### src/rtl/bounded_count_sched.sv
// Two-requester round-robin scheduler that owns the bounded step counter
// (x/y/size). A granted job loads size from the winner's limit, steps the
// counter from x=1, y=0 until x passes size, then reports y with a done pulse.
module bounded_count_sched #(
    parameter int unsigned WIDTH      = 8,
    parameter int unsigned RESET_SIZE = 230
) (
    input  logic             clk,
    input  logic             rst,
    input  logic             req0,
    input  logic [WIDTH-1:0] lim0,
    input  logic             req1,
    input  logic [WIDTH-1:0] lim1,
    input  logic             step_en,
    output logic             gnt0,
    output logic             gnt1,
    output logic             busy,
    output logic             done,
    output logic             done_id,
    output logic [WIDTH-1:0] result,
    output logic [WIDTH:0]   x,
    output logic [WIDTH-1:0] y,
    output logic [WIDTH-1:0] size
);

    // x carries one extra bit so a full-scale limit terminates without wrapping
    localparam int unsigned XW = WIDTH + 1;

    typedef enum logic [1:0] {
        IDLE = 2'd0,
        RUN  = 2'd1,
        DONE = 2'd2
    } state_t;

    state_t           state;
    state_t           state_next;

    logic             rr_ptr;
    logic             rr_next;
    logic             owner;
    logic             owner_next;
    logic             win;
    logic             x_over;

    logic [XW-1:0]    x_next;
    logic [WIDTH-1:0] y_next;
    logic [WIDTH-1:0] size_next;
    logic [WIDTH-1:0] result_next;
    logic             gnt0_next;
    logic             gnt1_next;
    logic             busy_next;
    logic             done_next;
    logic             done_id_next;

    // Arbitration winner: rr pointer breaks ties, otherwise the lone requester
    assign win = (req0 && req1) ? rr_ptr : ~req0;

    // Terminal condition is judged on the registered counter, not the next one
    assign x_over = (x > {1'b0, size});

    // State register
    always_ff @(posedge clk) begin
        if (rst) begin
            state <= IDLE;
        end else begin
            state <= state_next;
        end
    end

    // Next-state and next-value decode for the whole block
    always_comb begin
        state_next   = state;
        rr_next      = rr_ptr;
        owner_next   = owner;
        x_next       = x;
        y_next       = y;
        size_next    = size;
        result_next  = result;
        gnt0_next    = gnt0;
        gnt1_next    = gnt1;
        done_next    = 1'b0;
        done_id_next = done_id;

        case (state)
            IDLE: begin
                if (req0 || req1) begin
                    state_next = RUN;
                    owner_next = win;
                    rr_next    = ~win;
                    size_next  = win ? lim1 : lim0;
                    x_next     = XW'(1);
                    y_next     = '0;
                    gnt0_next  = ~win;
                    gnt1_next  = win;
                end
            end

            RUN: begin
                if (x_over) begin
                    state_next   = DONE;
                    done_next    = 1'b1;
                    result_next  = y;
                    done_id_next = owner;
                end else if (step_en) begin
                    x_next = x + XW'(1);
                    y_next = y + WIDTH'(1);
                end
            end

            DONE: begin
                state_next = IDLE;
                gnt0_next  = 1'b0;
                gnt1_next  = 1'b0;
            end

            default: begin
                state_next = IDLE;
                gnt0_next  = 1'b0;
                gnt1_next  = 1'b0;
            end
        endcase

        busy_next = (state_next != IDLE);
    end

    // Registered outputs and counter datapath
    always_ff @(posedge clk) begin
        if (rst) begin
            rr_ptr  <= 1'b0;
            owner   <= 1'b0;
            x       <= XW'(1);
            y       <= '0;
            size    <= WIDTH'(RESET_SIZE);
            result  <= '0;
            gnt0    <= 1'b0;
            gnt1    <= 1'b0;
            busy    <= 1'b0;
            done    <= 1'b0;
            done_id <= 1'b0;
        end else begin
            rr_ptr  <= rr_next;
            owner   <= owner_next;
            x       <= x_next;
            y       <= y_next;
            size    <= size_next;
            result  <= result_next;
            gnt0    <= gnt0_next;
            gnt1    <= gnt1_next;
            busy    <= busy_next;
            done    <= done_next;
            done_id <= done_id_next;
        end
    end

endmodule

### config.mk
export PLATFORM = sky130hd
export DESIGN_NAME = bounded_count_sched
export DESIGN_NICKNAME = d
export VERILOG_FILES = /design/src/rtl/bounded_count_sched.sv
export SDC_FILE = /design/constraint.sdc
export NUM_CORES = 1
export LEC_CHECK = 0
export CORE_ASPECT_RATIO = 0.7
export CORE_UTILIZATION = 40
export DETAILED_ROUTE_END_ITERATION = 10
export PLACE_DENSITY = 0.71
export SLEW_MARGIN = 20
export SYNTH_ARGS = -nofsm -noshare
export SYNTH_HDL_FRONTEND = slang
export SYNTH_SLANG_ARGS = --single-unit
### constraint.sdc
create_clock -name clk -period 4.7 [get_ports clk]
set_input_delay 0.705 -clock clk [delete_from_list [all_inputs] [get_ports clk]]
set_output_delay 0.705 -clock clk [all_outputs]
set_load 0.05 [all_outputs]
# After elaboration in Yosys (flattened, before gate mapping)
# Cells that the tools add are included.
# Widths: inputs -> output; s select.
# word_totals
word_cells	50
register_bits	42
memories	0
latchBits	0
ramBits	0
out_inout_bits	38
romBits	0
in_bits	21
# op_classes
bitwise_logic	3
order_cmp	1
n_mul	0
n_reduce_logical	10
muxes	18
n_eq_ne	4
div_mod_pow	0
addsub	2
n_shift	0
# ops
cell	n
$mux 8	4
$mux 9	3
$pmux 9 s2	1
$pmux 8 s2	1
$add 9x1->9 const B	1
$gt 9x8->1	1
$add 8x1->8 const B	1
$ne 2x2->1 const B	3
$reduce_and 2->1	3
$mux 1	4
$mux 2	2
$pmux 1 s2	2
$pmux 2 s2	1
$reduce_and 4->1	1
$reduce_bool 2->1	2
$not 1->1	3
$eq 2x1->1 const B	1
$logic_not 2->1	1
$reduce_or 2->1	1
$logic_and 1x1->1	1
$logic_or 1x1->1	1

# Longest topological paths before layout
# logic_depth
depth_word	5
depth_mapped	9
depth_no_buf	8

# Worst setup path after synthesis
# OpenSTA, ideal clock, no wires.
# synth_path
path_kind	reg-to-reg
start	register size[7]
end	register x[4]
synth_period_minus_slack_ps	2327
path_stages_with_launch	10
path_buffers	1
arrival_ps	2259
required_ps	4631
slack_ps	2373
setup_time_ps	69
path_cell_list	dfxtp_1 -> inv_1 -> ha_1 -> a211oi_1 -> nand2_1 -> o211ai_2 -> buf_6 -> nand4_4 -> or3_1 -> o21ai_1
# synth_via
elab_chain_len	3
# synth_lines
item	line_no	source
start, declared	23	output logic [WIDTH-1:0] size
start signal, assigned	133	size <= WIDTH'(RESET_SIZE);
start signal, assigned	145	size <= size_next;
$gt 9x8->1	59	assign x_over = (x > {1'b0, size});
$ne 2x2->1 (no line)	n/a	
$reduce_and 4->1 (no line)	n/a	
end signal, assigned	143	x <= x_next;
end, declared	21	output logic [WIDTH:0] x,
# No other way between the ends.
# A chain may end at the register's enable or synchronous reset.

==> out/qor.csv <==
stage,metric,value,unit
global_routing,vias in the first global route,1650,
synth,synthesized flop and latch total,42,
power_and_ir_drop,Int Power,0.000539,W
timing,RSZ-0062 raised after global routing,false,
cells_and_area,P&R area growth vs syn,37.0,%
route,Detailed Routing Iterations Pass 1,5,
synth,Post-Synthesis Cell Area,1940,um2
power_and_ir_drop,Pwr Density,286,nW/um2
critical_path,reg-to-reg endpoint,y[7],
route,DRC,0,
route,antenna violation net count after detailed routing,0,
route,drt wl/cell,14.2,um
global_routing,largest net degree at the start of global routing,32,
timing,Final Setup Violations,0,
placed_design,pre-CTS setup slack,1.79,ns
placed_design,DP HPWL,3.46,mm
critical_path,CP Launch Type,primary input,
timing,Final min period,2.60,ns
clocking,CTS tree,yes,
route,Vias,1822,
critical_path,Crit Path Max Fanout,12,
clocking,CTS Buf Count,5,
critical_path,R2R Setup Slk,2.25,ns
power_and_ir_drop,Net Sw Frac,29.0,%
synth,fraction of the yosys area taken by sequential cells,43.4,%
timing,skew final,0.00668,ns
clocking,deepest clock path buffer count,2,
synth,ys async rst share,0,%
global_routing,first-pass GRT wire length,7.91,mm
critical_path,Worst Path Required,4.93,ns
critical_path,r2r startpoint,size[7],
timing,TNS Setup,0,ns
critical_path,worst reg-to-reg path cell count,8,
min_path,Hold Crit Depth,2,
run_status,status,"finished, final reports clean",
timing,FMAX,0.385,GHz
route,Routed WL,4.78,mm
flow_run,MaxCap Viol Count,0,
clocking,CTS root buffer,clkbuf_8,
clocking,cts hold-fix bufs,0,
floorplanning,Die Height,60.3,um
power_and_ir_drop,Leak Pwr,1.11,nW
route,Iter 0 DRT Violations,80,
floorplanning,Initial Utilization,43.1,%
floorplanning,die width,85.2,um
floorplanning,Rows,20,
synth,Synth Instances,221,
power_and_ir_drop,clock power share,32.0,%
min_path,hold path startpoint,result[7],
floorplanning,Die ar.,5140,um2
cells_and_area,antenna diode count,0,
global_routing,gr usage total,19.9,%
global_routing,initial antenna violation count,0,
timing,Slew @ Worst Pin,0.661,ns
floorplanning,Top Ports,59,
clocking,Resize count post-CTS,0,
global_routing,"Remaining Overflow, GRT",0,
clocking,Worst-path clk slew,0.08,ns
placed_design,DP Cell Count,329,
synth,YS warnings,0,
cells_and_area,Nets,312,
cells_and_area,Multi-input gate area,1020,um2
placed_design,routability cong.,0.774,
synth,syn nets,252,
synth,"Top FF cell, synth",dfxtp_1,
critical_path,"Worst Path Class, Setup",primary input to flop,
clocking,Post-CTS Setup Bufs,0,
timing,max-slew violation count,0,
timing,Final period util,55.3,%
synth,Cell variety after synth,43,
synth,"EDFF count, synth",0,
route,Via density,5.41,
power_and_ir_drop,register share of total power,50.1,%
floorplanning,Core Area,4500,um2
critical_path,WP data arrival,2.82,ns
placed_design,I/O Buffers,58,
timing,max_slew headroom,55.7,%
cells_and_area,share of cells above drive strength 1,7.09,%
timing,Final Hold Fails,0,
cells_and_area,Final Instance Count excl. Fillers,337,
power_and_ir_drop,Psw,0.000220,W
min_path,Hold Crit Class,flop to flop,
critical_path,crit end category,flop,
clocking,H-tree depth,2,
power_and_ir_drop,VDD IR max,155,uV
cells_and_area,FILL cells,400,
clocking,"Clk Latency, worst-skew pair",0.29,ns
timing,PnR worst setup slack,2.10,ns
clocking,Num Clock Sinks,42,
cells_and_area,register area,841,um2
synth,Mean Syn Cell Area,8.78,um2
power_and_ir_drop,Comb power frac,18.0,%
min_path,"Endpoint, Worst Hold",result[7],
-- routing by layer --
layer	vias to the layer above	routed length [um]	track usage [%]
li1	916	-	-
met1	832	2580	29.4
met2	69	1810	28.3
met3	5	357	5.39
met4	0	29	5.33
met5	-	0	0
-- cell type report --
type / count / area share, %
Clock inverter: 2 / 0.471
Sequential cell: 42 / 31.6
Clock buffer: 6 / 3.11
Inverter: 11 / 1.55
Multi-Input combinational cell: 162 / 38.5
Tap cell: 55 / 2.59
Timing Repair Buffer: 59 / 22.1
-- kinds of logic (layout without fill, tap and decap cells) --
| group | after synthesis | after routing | share of synthesized area (%) |
|---|---|---|---|
| AOI/OAI and AO/OA | 50 | 50 | 17.9 |
| adders and majority gates | 10 | 10 | 6.45 |
| buffers and inverters | 17 | 78 | 4.13 |
| DFF | 42 | 42 | 43.4 |
| muxes | 9 | 9 | 4.71 |
| and+or+nand+nor | 93 | 93 | 23.4 |
-- sequential cells by signal (all words and copies together) (netlist names) --
signal and cells:
gnt0 1, state 2, result 8, owner 1, x 9, size 8
done_id 1, done 1, busy 1, y 8, rr_ptr 1, gnt1 1
-- metrics by stage --
stage | power [W] | utilization (%) | hold slack [ns] | instance area [um2]
6_report | 0.000759 | 59.0 | 0.498 | 2660
3_3_place_gp | 0.000522 | 56.8 | 0.475 | 2560
2_1_floorplan | 0.000470 | - | 0.456 | 1940
4_1_cts | 0.000764 | 58.9 | 0.501 | 2650
3_5_place_dp | 0.000524 | 56.8 | 0.479 | 2560
5_1_grt | 0.000790 | 59.0 | 0.528 | 2660
-- synthesized netlist by cell type, types with 3 or more instances --
cell / instances / share of area, %
o31ai_1: 4 / 1.5
ha_1: 10 / 6.5
mux2i_1: 8 / 4.1
inv_1: 11 / 2.1
o21ai_0: 8 / 2.1
nor3_1: 4 / 1.0
nand3_1: 12 / 3.1
a221oi_1: 5 / 2.3
a222oi_1: 3 / 1.5
dfxtp_1: 42 / 43
nand2_1: 27 / 5.2
a21oi_1: 14 / 3.6
nor2_1: 30 / 5.8
nand4_1: 3 / 0.97
o211ai_1: 4 / 1.5
-- layout by cell type, fill, tap and decap left out, types with 3 or more instances in the layout --
| cell type | n |
|---|---|
| a21oi_1 | 14 |
| a221oi_1 | 5 |
| a222oi_1 | 3 |
| clkbuf_8 | 6 |
| clkdlybuf4s50_1 | 58 |
| dfxtp_1 | 42 |
| ha_1 | 10 |
| inv_1 | 11 |
| mux2i_1 | 8 |
| nand2_1 | 27 |
| nand3_1 | 12 |
| nand4_1 | 3 |
| nor2_1 | 30 |
| nor3_1 | 3 |
| o211ai_1 | 4 |
| o21ai_0 | 8 |
| o31ai_1 | 4 |
-- power by group through the flow --
stage | registers [W] | logic (W) | clock network [W]
after floorplan | 0.000422 | 0.0000484 | 0
after global placement | 0.000388 | 0.000134 | 0
after detailed placement | 0.000388 | 0.000136 | 0
after CTS | 0.000380 | 0.000136 | 0.000247
after global routing | 0.000382 | 0.000147 | 0.000261
final | 0.000380 | 0.000136 | 0.000243
-- worst max path at each step --
| stage | start | endpoint | slack [ns] | cells after the start |
|---|---|---|---|---|
| after floorplan | size[7] | x[4] | 2.37 | 9 |
| after global placement | step_en | size[0] | 1.90 | 7 |
| after detailed placement | step_en | size[4] | 1.79 | 7 |
| after CTS | step_en | size[4] | 2.09 | 7 |
| after global routing | step_en | size[3] | 1.92 | 7 |
| final | step_en | size[4] | 2.10 | 7 |
-- worst max-delay path, cell delays in order --
cell and delay [ns]:
clkdlybuf4s50_1 0.55, nor2b_1 0.10, nor3_4 0.35, nand2_1 0.36, a21oi_2 0.47, a222oi_1 0.16
nor2_1 0.13
(Power assumes the default switching activity.)
